**src/rtl/fetch_stage.sv**
```systemverilog
// Instruction fetch stage: owns the PC, issues one outstanding word fetch at a time,
// and buffers returned {pc, instr} pairs for decode. Handles redirects from execute.
module fetch_stage #(
    parameter logic [31:0] RESET_PC  = 32'h0000_0000,
    parameter int          BUF_DEPTH = 2
) (
    input  logic        clk,
    input  logic        rst_n,
    output logic        imem_req_valid,
    input  logic        imem_req_ready,
    output logic [31:0] imem_addr,
    input  logic        imem_resp_valid,
    input  logic [31:0] imem_resp_data,
    input  logic        redirect_valid,
    input  logic [31:0] redirect_pc,
    output logic        id_valid,
    input  logic        id_ready,
    output logic [31:0] id_pc,
    output logic [31:0] id_instr
);
    localparam int               PTR_W   = $clog2(BUF_DEPTH);
    localparam int               CNT_W   = PTR_W + 1;
    localparam logic [CNT_W-1:0] DEPTH_C = CNT_W'(BUF_DEPTH);

    typedef enum logic [1:0] {S_IDLE, S_REQ, S_WAIT, S_HOLD} state_t;

    state_t           state;
    logic [31:0]      pc;
    logic [31:0]      req_pc;
    logic             inflight;
    logic             drop;
    logic [31:0]      fifo_pc    [BUF_DEPTH];
    logic [31:0]      fifo_instr [BUF_DEPTH];
    logic [PTR_W-1:0] wptr;
    logic [PTR_W-1:0] rptr;
    logic [CNT_W-1:0] count;

    logic             req_fire;
    logic             resp_take;
    logic             push;
    logic             pop;
    logic [CNT_W-1:0] count_nxt;
    logic             slot_free;
    logic [31:0]      redirect_aligned;

    assign req_fire         = imem_req_valid && imem_req_ready;
    assign resp_take        = (state == S_WAIT) && inflight && imem_resp_valid;
    assign push             = resp_take && !drop && !redirect_valid;
    assign pop              = id_valid && id_ready;
    assign count_nxt        = count + CNT_W'(push) - CNT_W'(pop);
    // Only evaluated when no request will be in flight next cycle.
    assign slot_free        = count_nxt < DEPTH_C;
    assign redirect_aligned = redirect_pc & ~32'h0000_0003;

    assign imem_addr = pc;
    assign id_valid  = (count != '0);
    assign id_pc     = fifo_pc[rptr];
    assign id_instr  = fifo_instr[rptr];

    always_ff @(posedge clk or negedge rst_n) begin
        if (!rst_n) begin
            state          <= S_IDLE;
            pc             <= RESET_PC;
            req_pc         <= RESET_PC;
            inflight       <= 1'b0;
            drop           <= 1'b0;
            imem_req_valid <= 1'b0;
            wptr           <= '0;
            rptr           <= '0;
            count          <= '0;
            for (int i = 0; i < BUF_DEPTH; i++) begin
                fifo_pc[i]    <= '0;
                fifo_instr[i] <= '0;
            end
        end else if (redirect_valid) begin
            pc    <= redirect_aligned;
            wptr  <= '0;
            rptr  <= '0;
            count <= '0;
            case (state)
                S_REQ: begin
                    imem_req_valid <= 1'b0;
                    if (req_fire) begin
                        // The accepted request targets the old path; its response is discarded.
                        inflight <= 1'b1;
                        drop     <= 1'b1;
                        state    <= S_WAIT;
                    end else begin
                        state <= S_IDLE;
                    end
                end
                S_WAIT: begin
                    if (resp_take) begin
                        inflight       <= 1'b0;
                        drop           <= 1'b0;
                        state          <= S_REQ;
                        imem_req_valid <= 1'b1;
                    end else begin
                        drop <= 1'b1;
                    end
                end
                default: begin
                    state          <= S_REQ;
                    imem_req_valid <= 1'b1;
                end
            endcase
        end else begin
            if (push) begin
                fifo_pc[wptr]    <= req_pc;
                fifo_instr[wptr] <= imem_resp_data;
                wptr             <= wptr + PTR_W'(1);
            end
            if (pop) begin
                rptr <= rptr + PTR_W'(1);
            end
            count <= count_nxt;

            case (state)
                S_IDLE: begin
                    if (slot_free) begin
                        state          <= S_REQ;
                        imem_req_valid <= 1'b1;
                    end
                end
                S_REQ: begin
                    if (req_fire) begin
                        req_pc         <= pc;
                        pc             <= pc + 32'd4;
                        inflight       <= 1'b1;
                        imem_req_valid <= 1'b0;
                        state          <= S_WAIT;
                    end
                end
                S_WAIT: begin
                    if (resp_take) begin
                        inflight <= 1'b0;
                        drop     <= 1'b0;
                        if (slot_free) begin
                            state          <= S_REQ;
                            imem_req_valid <= 1'b1;
                        end else begin
                            state <= S_HOLD;
                        end
                    end
                end
                S_HOLD: begin
                    if (slot_free) begin
                        state          <= S_REQ;
                        imem_req_valid <= 1'b1;
                    end
                end
            endcase
        end
    end

    // The in-flight reservation guarantees a free slot whenever a response is pushed.
    a_no_push_full: assert property (@(posedge clk) disable iff (!rst_n)
        !(push && (count == DEPTH_C)));

endmodule

```
**config.mk**
```make
export PLATFORM = sky130hd
export DESIGN_NAME = fetch_stage
export DESIGN_NICKNAME = d
export VERILOG_FILES = /design/src/rtl/fetch_stage.sv
export SDC_FILE = /design/constraint.sdc
export NUM_CORES = 1
export LEC_CHECK = 0
export ABC_AREA = 1
export CAP_MARGIN = 20
export CELL_PAD_IN_SITES_DETAIL_PLACEMENT = 0
export CELL_PAD_IN_SITES_GLOBAL_PLACEMENT = 1
export CORE_ASPECT_RATIO = 0.9
export CORE_MARGIN = 3
export CORE_UTILIZATION = 42
export DETAILED_ROUTE_END_ITERATION = 16
export PLACE_DENSITY_LB_ADDON = 0.1
export SYNTH_ARGS = -nofsm -noshare
export SYNTH_HDL_FRONTEND = slang
export SYNTH_SLANG_ARGS = --single-unit
```
**constraint.sdc**
```tcl
create_clock -name clk -period 4.8 [get_ports clk]
set_input_delay 0.96 -clock clk [delete_from_list [all_inputs] [get_ports clk]]
set_output_delay 0.96 -clock clk [all_outputs]
set_load 0.01 [all_outputs]
```
======== After elaboration in Yosys (flattened, before gate mapping) ========
Index checks and enable logic that the tools add are counted.
cells by class
  add/sub/neg operators ................... 5
  $lt $le $gt $ge ......................... 4
  equality and inequality tests ........... 8
  multiplexer cells ....................... 41
  bitwise operators ....................... 3
  reduce and logical (&&, ||, !) cells .... 26
operator list
  kind                   number
  $mux 32                10
  $bwmux 64              2
  $add 32x3->32 const B  1
  $demux 32 s1           1
  $mux 2                 8
  $reduce_bool 2->1      8
  $mux 1                 14
  $reduce_and 3->1       3
  $logic_and 1x1->1      7
  $ne 3x3->1 const B     2
  $pmux 1 s2             3
  $pmux 2 s3             1
  $reduce_and 2->1       3
  $eq 2x2->1 const B     2
  $ge 2x2->1 const B     2
  $ne 2x2->1 const B     2
  $not 1->2              2
  $pmux 2 s2             1
  $reduce_and 4->1       1
  $ne 3x1->1 const B     1
  $pmux 1 s3             1
  $add 1x1->1 const B    2
  $add 2x1->2            1
  $eq 2x1->1 const B     1
  7 further kinds        8
word-level totals
  bits in registers ....................... 201
  input port bits ......................... 70
  logic and storage cells ................. 100

======== Longest topological paths before layout ========
Gate-level depths: netlist (run 1).
  depth after elaboration ................. 12
  gate-level depth with buffers ........... 14

======== Worst setup path after synthesis (run 1) ========
No wires, ideal clock.
  path type ............................... input port to flip-flop
  start ................................... in redirect_valid
  end ..................................... reg state[0]
  library setup time ...................... 0.127 ns
  arrival time ............................ 2.345 ns
  data required time ...................... 4.673 ns
  setup slack ............................. 2.328 ns
  cell stages on the path ................. 13
  cells stage by stage .................... buf_6 inv_4 clkbuf_1 nand2_1 ha_1 inv_1 ha_1 inv_1 nand2_1 nand3_1 nand2_1 nand2_1 o21ai_0
between the ends
  word-level cells in the longest chain between the ends .. 7
ends and longest elaborated chain
  element                            RTL line  source
  start, declared                    14        input logic redirect_valid,
  $logic_not 1->1                    48        assign push = resp_take && !drop && !redirect_valid;
  $logic_and 1x1->1                  48
  $add 2x1->2                        50        assign count_nxt = count + CNT_W'(push) - CNT_W'(pop);
  $sub 2x1->2                        50
  $lt 2x2->1                         52        assign slot_free = count_nxt < DEPTH_C;
  $ne 3x1->1 (no source line)        --
  $reduce_and 3->1 (no source line)  --
  end signal, assigned               62        state <= S_IDLE;
  end signal, assigned               87        state <= S_WAIT;
  end signal, assigned               89        state <= S_IDLE;
  end, declared                      27        state_t state;
Several ways; a longest one is shown, not always the timed one.
A chain may end at the register's enable or synchronous reset.

======== Worst setup path in the final report (run 1) ========
  start ................................... reg rptr
  end ..................................... out id_instr[9]
between the ends
  word-level cells in the longest chain between the ends .. 4
ends and longest elaborated chain
  element                                      RTL line  source
  start, declared                              35        logic [PTR_W-1:0] rptr;
  start signal, assigned                       114       rptr <= rptr + PTR_W'(1);
  $not 1->2 (implied by the code)              58        assign id_instr = fifo_instr[rptr];
  $mux 32 (implied by the code) (3 in series)  58
  end, declared                                19        output logic [31:0] id_instr
No other way between the ends. The select of a mux whose other input is x is not followed.

==> run summary, run 1 <==
Combinational Power Share = 35.0%
max-slew violation count = 0
postcts setup bufs = 0
post-DP HPWL = 15100 microns
first-pass GRT wire length = 38200 microns
max_cap viols = 0
mapped cell area = 0.00916 sq mm
1st-iter DRT viols = 528
RePlAce Congestion = 0.807
Worst Hold Class = flop to flop
Crit path arrival time = 2440 ps
Ys Warns = 0
Synth Area in XOR/XNOR = 0.574%
Clock Skew = 10.4 ps
GRT Overall Usage = 19.9%
post-CTS sizing = 0
post-route ant nets = 0
# diodes = 0
crit-path max FO = 45
final-report hold violation count = 0
Die ar. = 0.0236 sq mm
hold_buf cts = 0
IO Port Bufs = 161
largest net degree at the start of global routing = 103
Global Route met1 Usage = 28.9%
final worst path period share = 70.7%
CP top delay family = buffers and inverters
clock sinks = 193
Critical Path, Cell by Cell = inv_2, buf_4, nand2_1, nand2_1, clkdlybuf4s50_1
routed len/inst = 14.4 microns
Initial Utilization = 43.4%
CTS tree = done
Clock Tree Buf Depth = 2
met3 Usage GRT = 4.60%
register area share after synthesis = 52.7%
Clk network pwr share = 24.2%
TritonCTS buffer count = 17
CTS root buf = clkbuf_16
synthesized flop and latch total = 193
final worst path period need = 3400 ps
post-synthesis area per instance = 7.91 sq um
critical path required time = 3840 ps
Simple-Gate Fraction of Synth Area = 26.1%
status = finished, final reports clean
Die H = 146 microns
post-synth top area cell = dfrtp_1
Most common cell on crit path = nand2_1
final setup violation count = 0
Switching Share = 35.4%
ys async rst share = 100%
Remaining DRCs = 0
unrepaired setup endpoints after global routing = false
grt met2 use = 30.7%
final setup TNS = 0 ps
EDFF count, synth = 0
Rows = 50
mux cell area share after synthesis = 0%
largest family of logic cells by synthesized area = simple AND/OR/NAND/NOR gates
DR vias/cell = 4.73
vias = 7516
Max Freq = 294 MHz
share of the synthesized area in the top cell type = 52.7%
Synth Area in Compound Gates = 11.2%
sw power = 2.02 mW
Routed WL = 22800 microns
Worst Setup Start Kind = flop
Final nets = 1368
Seq pwr share = 40.8%
CP max stage cell = clkdlybuf4s50_1
CP Class = flop to output pin
DR pass1 iterations = 5
Die X = 162 microns
Worst VDD drop = 279 uV
synth top area cells = dfrtp_1, nand2_1, o21ai_0
Area Overhead vs Synth = 25.1%
Critical Path End Type = output pin
Leak = 5.44 nW
CORE AREA = 0.0211 sq mm
top_reg_cell synth = dfrtp_1
layout cell share with drive strength beyond 1 = 4.98%
Worst slew margin = 43.5%
GRT busiest layer = met2
buffers plus inverters on the worst setup path = 3
adder-cell share of the synthesized area = 0.820%
grt ovf = 0
Worst-path clk slew = 70 ps
io pins = 168
clk_lat worst skew = 440 ps
vias in the first global route = 7288
htree depth = 4
antenna violations before repair = 0
synth unique cells = 38
core utilization of the finished layout = 54.3%
Crit path largest cell delay = 560 ps
internal power = 3.68 mW
Syn Inst Count = 1158
PwrDens = 498 mW/mm^2
worst slew pin tran = 848 ps
[power groups by stage]
stage | combinational [mW] | sequential [mW] | clock, mW
after global routing | 2.25 | 2.39 | 1.49
after CTS | 2.04 | 2.33 | 1.42
final | 2.00 | 2.33 | 1.38
after detailed placement | 2.03 | 2.35 | 0
after global placement | 2.01 | 2.34 | 0
after floorplan | 1.07 | 2.31 | 0
[tightest hold or removal path: stages, from the launching register on]
cell and delay [ps]:
dfrtp_1 350, nand2_1 50, o21ai_0 50
[Yosys cell counts, types with 3 or more instances]
library cell,count
a21oi_1,17
buf_2,8
buf_4,5
buf_6,15
clkbuf_1,30
dfrtp_1,193
ha_1,6
inv_1,106
inv_2,3
nand2_1,461
nand2_2,3
nand3_1,30
nand3_2,3
nand3b_1,4
nand4_1,11
nor2_1,59
nor2_2,3
nor2_4,6
nor3_1,4
o211ai_1,7
o21ai_0,86
o21ai_1,73
o21bai_1,3
o22ai_1,3
xor2_1,4
[cells in the final DEF (no fill, tap or decap), types with 7 or more instances in the layout]
cell type	n
nand3_1	30
inv_1	106
buf_4	8
o21ai_1	73
a21oi_1	17
nand2_1	461
clkbuf_16	17
dfrtp_1	192
o211ai_1	7
o21ai_0	86
clkdlybuf4s50_1	160
nor2_1	59
nand4_1	11
[final cells by class]
type | count | area [sq um]
clock buffer | 17 | 425
clock inverter | 14 | 144
fill | 2043 | 9630
inverter | 110 | 415
multi-input combinational | 799 | 3570
sequential | 193 | 4830
tap | 286 | 358
timing repair buffer | 171 | 1720
[logic make-up after synthesis]
logic type	Yosys count
xor+xnor	6
compound gates	196
buf+inv	169
fa+ha+maj	6
flops	193
simple gates	587
other cells	1
[state kept, by name (all words and copies together) (netlist names)]
name,count
wptr,1
req_pc,30
count,2
fifo_instr,64
fifo_pc,60
drop,1
inflight,1
rptr,1
imem_req_valid,1
imem_addr,30
state,2
[path summary, 6_finish.rpt]
check | start | end | slack [ps] | cells past startpoint
setup / recovery | rptr | id_instr[9] | 1400 | 5
hold / removal | fifo_instr[10] | fifo_instr[10] | 490 | 2
setup reg to reg | state[1] | imem_addr[19] | 2310 | 10
hold reg to reg | fifo_instr[10] | fifo_instr[10] | 490 | 2
max in group asynchronous | rst_n | fifo_instr[31] | 3160 | 2
min in group asynchronous | rst_n | fifo_instr[34] | 590 | 1
[metrics by stage]
stage               instances  hold WS (ps)  setup slack, ps  total power, mW  cell area, sq um
floorplan                1161           453             2330             3.38              9170
global placement         1559           466             1360             4.35             10900
detailed placement       1559           473             1320             4.39             10900
CTS                      1590           491             1330             5.79             11500
global route             1590           506             1200             6.12             11500
finish                   1590           487             1400             5.70             11500
[metal layers]
layer | routed length (microns) | share of wire (%) | vias to the layer above
li1 | - | - | 3902
met4 | 204 | 0.89 | 0
met5 | 0 | 0 | -
met2 | 10200 | 45 | 176
met3 | 1090 | 4.8 | 13
met1 | 11300 | 50 | 3425
Power figures use the tool's default switching activity.
==> run 2, diff against run 1 <==
CORE_UTILIZATION = 39   (was 42)
clock period = 3.3 ns   (was 4.8 ns; I/O delays follow)
==> run 2 against run 1 <==
Sequential power is 45% higher. Worst hold slack worse by 220 ps. Via count up 0.55%. Worst setup slack worse by 970 ps. Critical path depth shrank 1. Die area rose by 7.4%. Sequential share of layout area decreased by 0.34 points. Clock power rose by 48%. Sequential cell count stayed put. Global-route usage shrank 1.3 points. Non-clock buffer count rose by 6. Register-to-register slack worse by 1300 ps.
==> run summary, run 2 (synthesis gave the netlist of run 1 again) <==
status = finished, final reports clean
FF-to-FF Start = state[0]
RR Endpoint = state[0]
max_cap viols = 0 (unchanged)
io pins = 168 (unchanged)
grt ovf = 0 (unchanged)
Die ar. = 0.0254 sq mm (+7.4%)
biggest regs = fifo_instr: 64 flops, fifo_pc: 60 flops
PwrDens = 724 mW/mm^2 (+45%)
Switching Share = 34.1% (-1.3 points)
post-CTS sizing = 0 (unchanged)
final setup TNS = 0 ps (unchanged)
Reg with most FFs = fifo_instr
RePlAce Congestion = 0.819 (+1.5%)
TritonCTS buffer count = 17 (unchanged)
Clock Tree Buf Depth = 2 (unchanged)
internal power = 5.51 mW (+49%)
post-route insts no fill = 1608 (+1.1%)
final worst path period share = 87.0%
clock sinks = 193 (unchanged)
most common cell after layout, fill and taps aside = nand2_1
Final nets = 1374 (+0.44%)
Max Freq = 348 MHz
Placed Cells = 1576 (+1.1%)
Die H = 151 microns (+3.6%)
Area Overhead vs Synth = 26.1%
final total power = 8.36 mW (+46%)
routed len/inst = 14.2 microns (-0.86%)
Critical Path End Type = output pin
crit-path max FO = 62 (+38%)
Worst slew margin = 50.3% (+6.9 points)
final-report hold violation count = 0 (unchanged)
Seq pwr share = 40.4% (-0.4 points)
r2r setup slk = 1050 ps (-1260 ps)
layout cell share with drive strength beyond 1 = 5.42% (+0.43 points)
vias = 7557 (+0.55%)
htree depth = 4 (unchanged)
CTS tree = done
Leak = 5.48 nW (+0.84%)
Combinational Power Share = 35.2% (+0.2 points)
unrepaired setup endpoints after global routing = false
CORE AREA = 0.0228 sq mm (+8.0%)
Initial Utilization = 40.2% (-3.2 points)
Clk network pwr share = 24.4% (+0.2 points)
worst slew pin tran = 745 ps (-103 ps)
post-route ant nets = 0 (unchanged)
reg2reg path depth = 14 (+4)
Worst Hold Class = input pin to asynchronous set/reset pin
max-slew violation count = 0 (unchanged)
Largest register FFs = 64 (unchanged)
final worst path period need = 2870 ps
core utilization of the finished layout = 50.7% (-3.6 points)
most frequent cells in the layout = nand2_1, dfrtp_1, clkdlybuf4s50_1
GRT Overall Usage = 18.6% (-1.3 points)
DR pass1 iterations = 5 (unchanged)
critical path required time = 2640 ps (-1200 ps)
sw power = 2.85 mW (+41%)
largest net degree at the start of global routing = 126 (+22%)
IO Port Bufs = 161 (unchanged)
post-DP HPWL = 15600 microns (+3.0%)
Worst-path clk slew = 70 ps (about the same)
Die X = 168 microns (+3.6%)
final setup violation count = 0 (unchanged)
Remaining DRCs = 0 (unchanged)
# diodes = 0 (unchanged)
CTS root buf = clkbuf_16
DR vias/cell = 4.70 (-0.58%)
postcts setup bufs = 0 (unchanged)
clk_lat worst skew = 420 ps (-20 ps)
CP Class = flop to output pin
Routed WL = 22900 microns (+0.27%)
first-pass GRT wire length = 37900 microns (-0.87%)
antenna violations before repair = 0 (unchanged)
vias in the first global route = 7154 (-1.8%)
Clock Skew = 12.9 ps (+2.56 ps)
Crit path arrival time = 2210 ps (-230 ps)
Rows = 52 (+4.0%)
1st-iter DRT viols = 565 (+7.0%)
hold_buf cts = 0 (unchanged)
Worst Setup Start Kind = flop
Worst VDD drop = 296 uV (+6.1%)
-- run 2: worst max-delay path by stage --
stage | startpoint | end | slack, ps | depth (start not counted)
after floorplan | redirect_valid | state[0] | 1130 | 13
after global placement | imem_resp_valid | state[1] | 660 | 13
after detailed placement | imem_resp_valid | state[0] | 620 | 12
after CTS | rptr | id_pc[15] | 370 | 4
after global routing | rptr | id_pc[31] | 290 | 4
final | rptr | id_pc[19] | 430 | 4
-- run 2: per-layer routing --
layer / routed length [microns] / vias to the layer above / share of wire, % / track usage [%]
li1: - / 3922 / - / -
met3: 1110 / 20 / 4.8 / 3.60
met2: 9570 / 191 / 42 / 27.5
met1: 11900 / 3424 / 52 / 28.1
met4: 325 / 0 / 1.4 / 4.46
met5: 0 / - / 0 / 0
-- run 2: final cells by class --
| cell class | count | area, sq um |
|---|---|---|
| fill | 2293 | 11200 |
| sequential | 193 | 4830 |
| multi-input combinational | 799 | 3570 |
| timing repair buffer | 177 | 1790 |
| clock buffer | 19 | 443 |
| inverter | 110 | 415 |
| tap | 297 | 372 |
| clock inverter | 13 | 135 |
-- run 2: power by group through the flow --
stage	clock (mW)	sequential, mW	combinational [mW]
final	2.04	3.38	2.94
after global routing	2.21	3.47	3.32
after CTS	2.09	3.38	3.00
after detailed placement	0	3.42	2.99
after global placement	0	3.41	2.96
after floorplan	0	3.36	1.56
-- run 2: critical path: stages (launching register included) --
cell	delay [ps]
dfrtp_2	360
buf_4	590
nand2_1	100
nand2_1	110
clkdlybuf4s50_1	600
-- run 2: metrics by stage --
step / setup WS, ps / hold WS (ps) / area, sq um
global route: 288 / 300 / 11500
global placement: 664 / 466 / 11000
finish: 430 / 271 / 11500
CTS: 372 / 283 / 11500
detailed placement: 624 / 473 / 11000
floorplan: 1130 / 364 / 9170
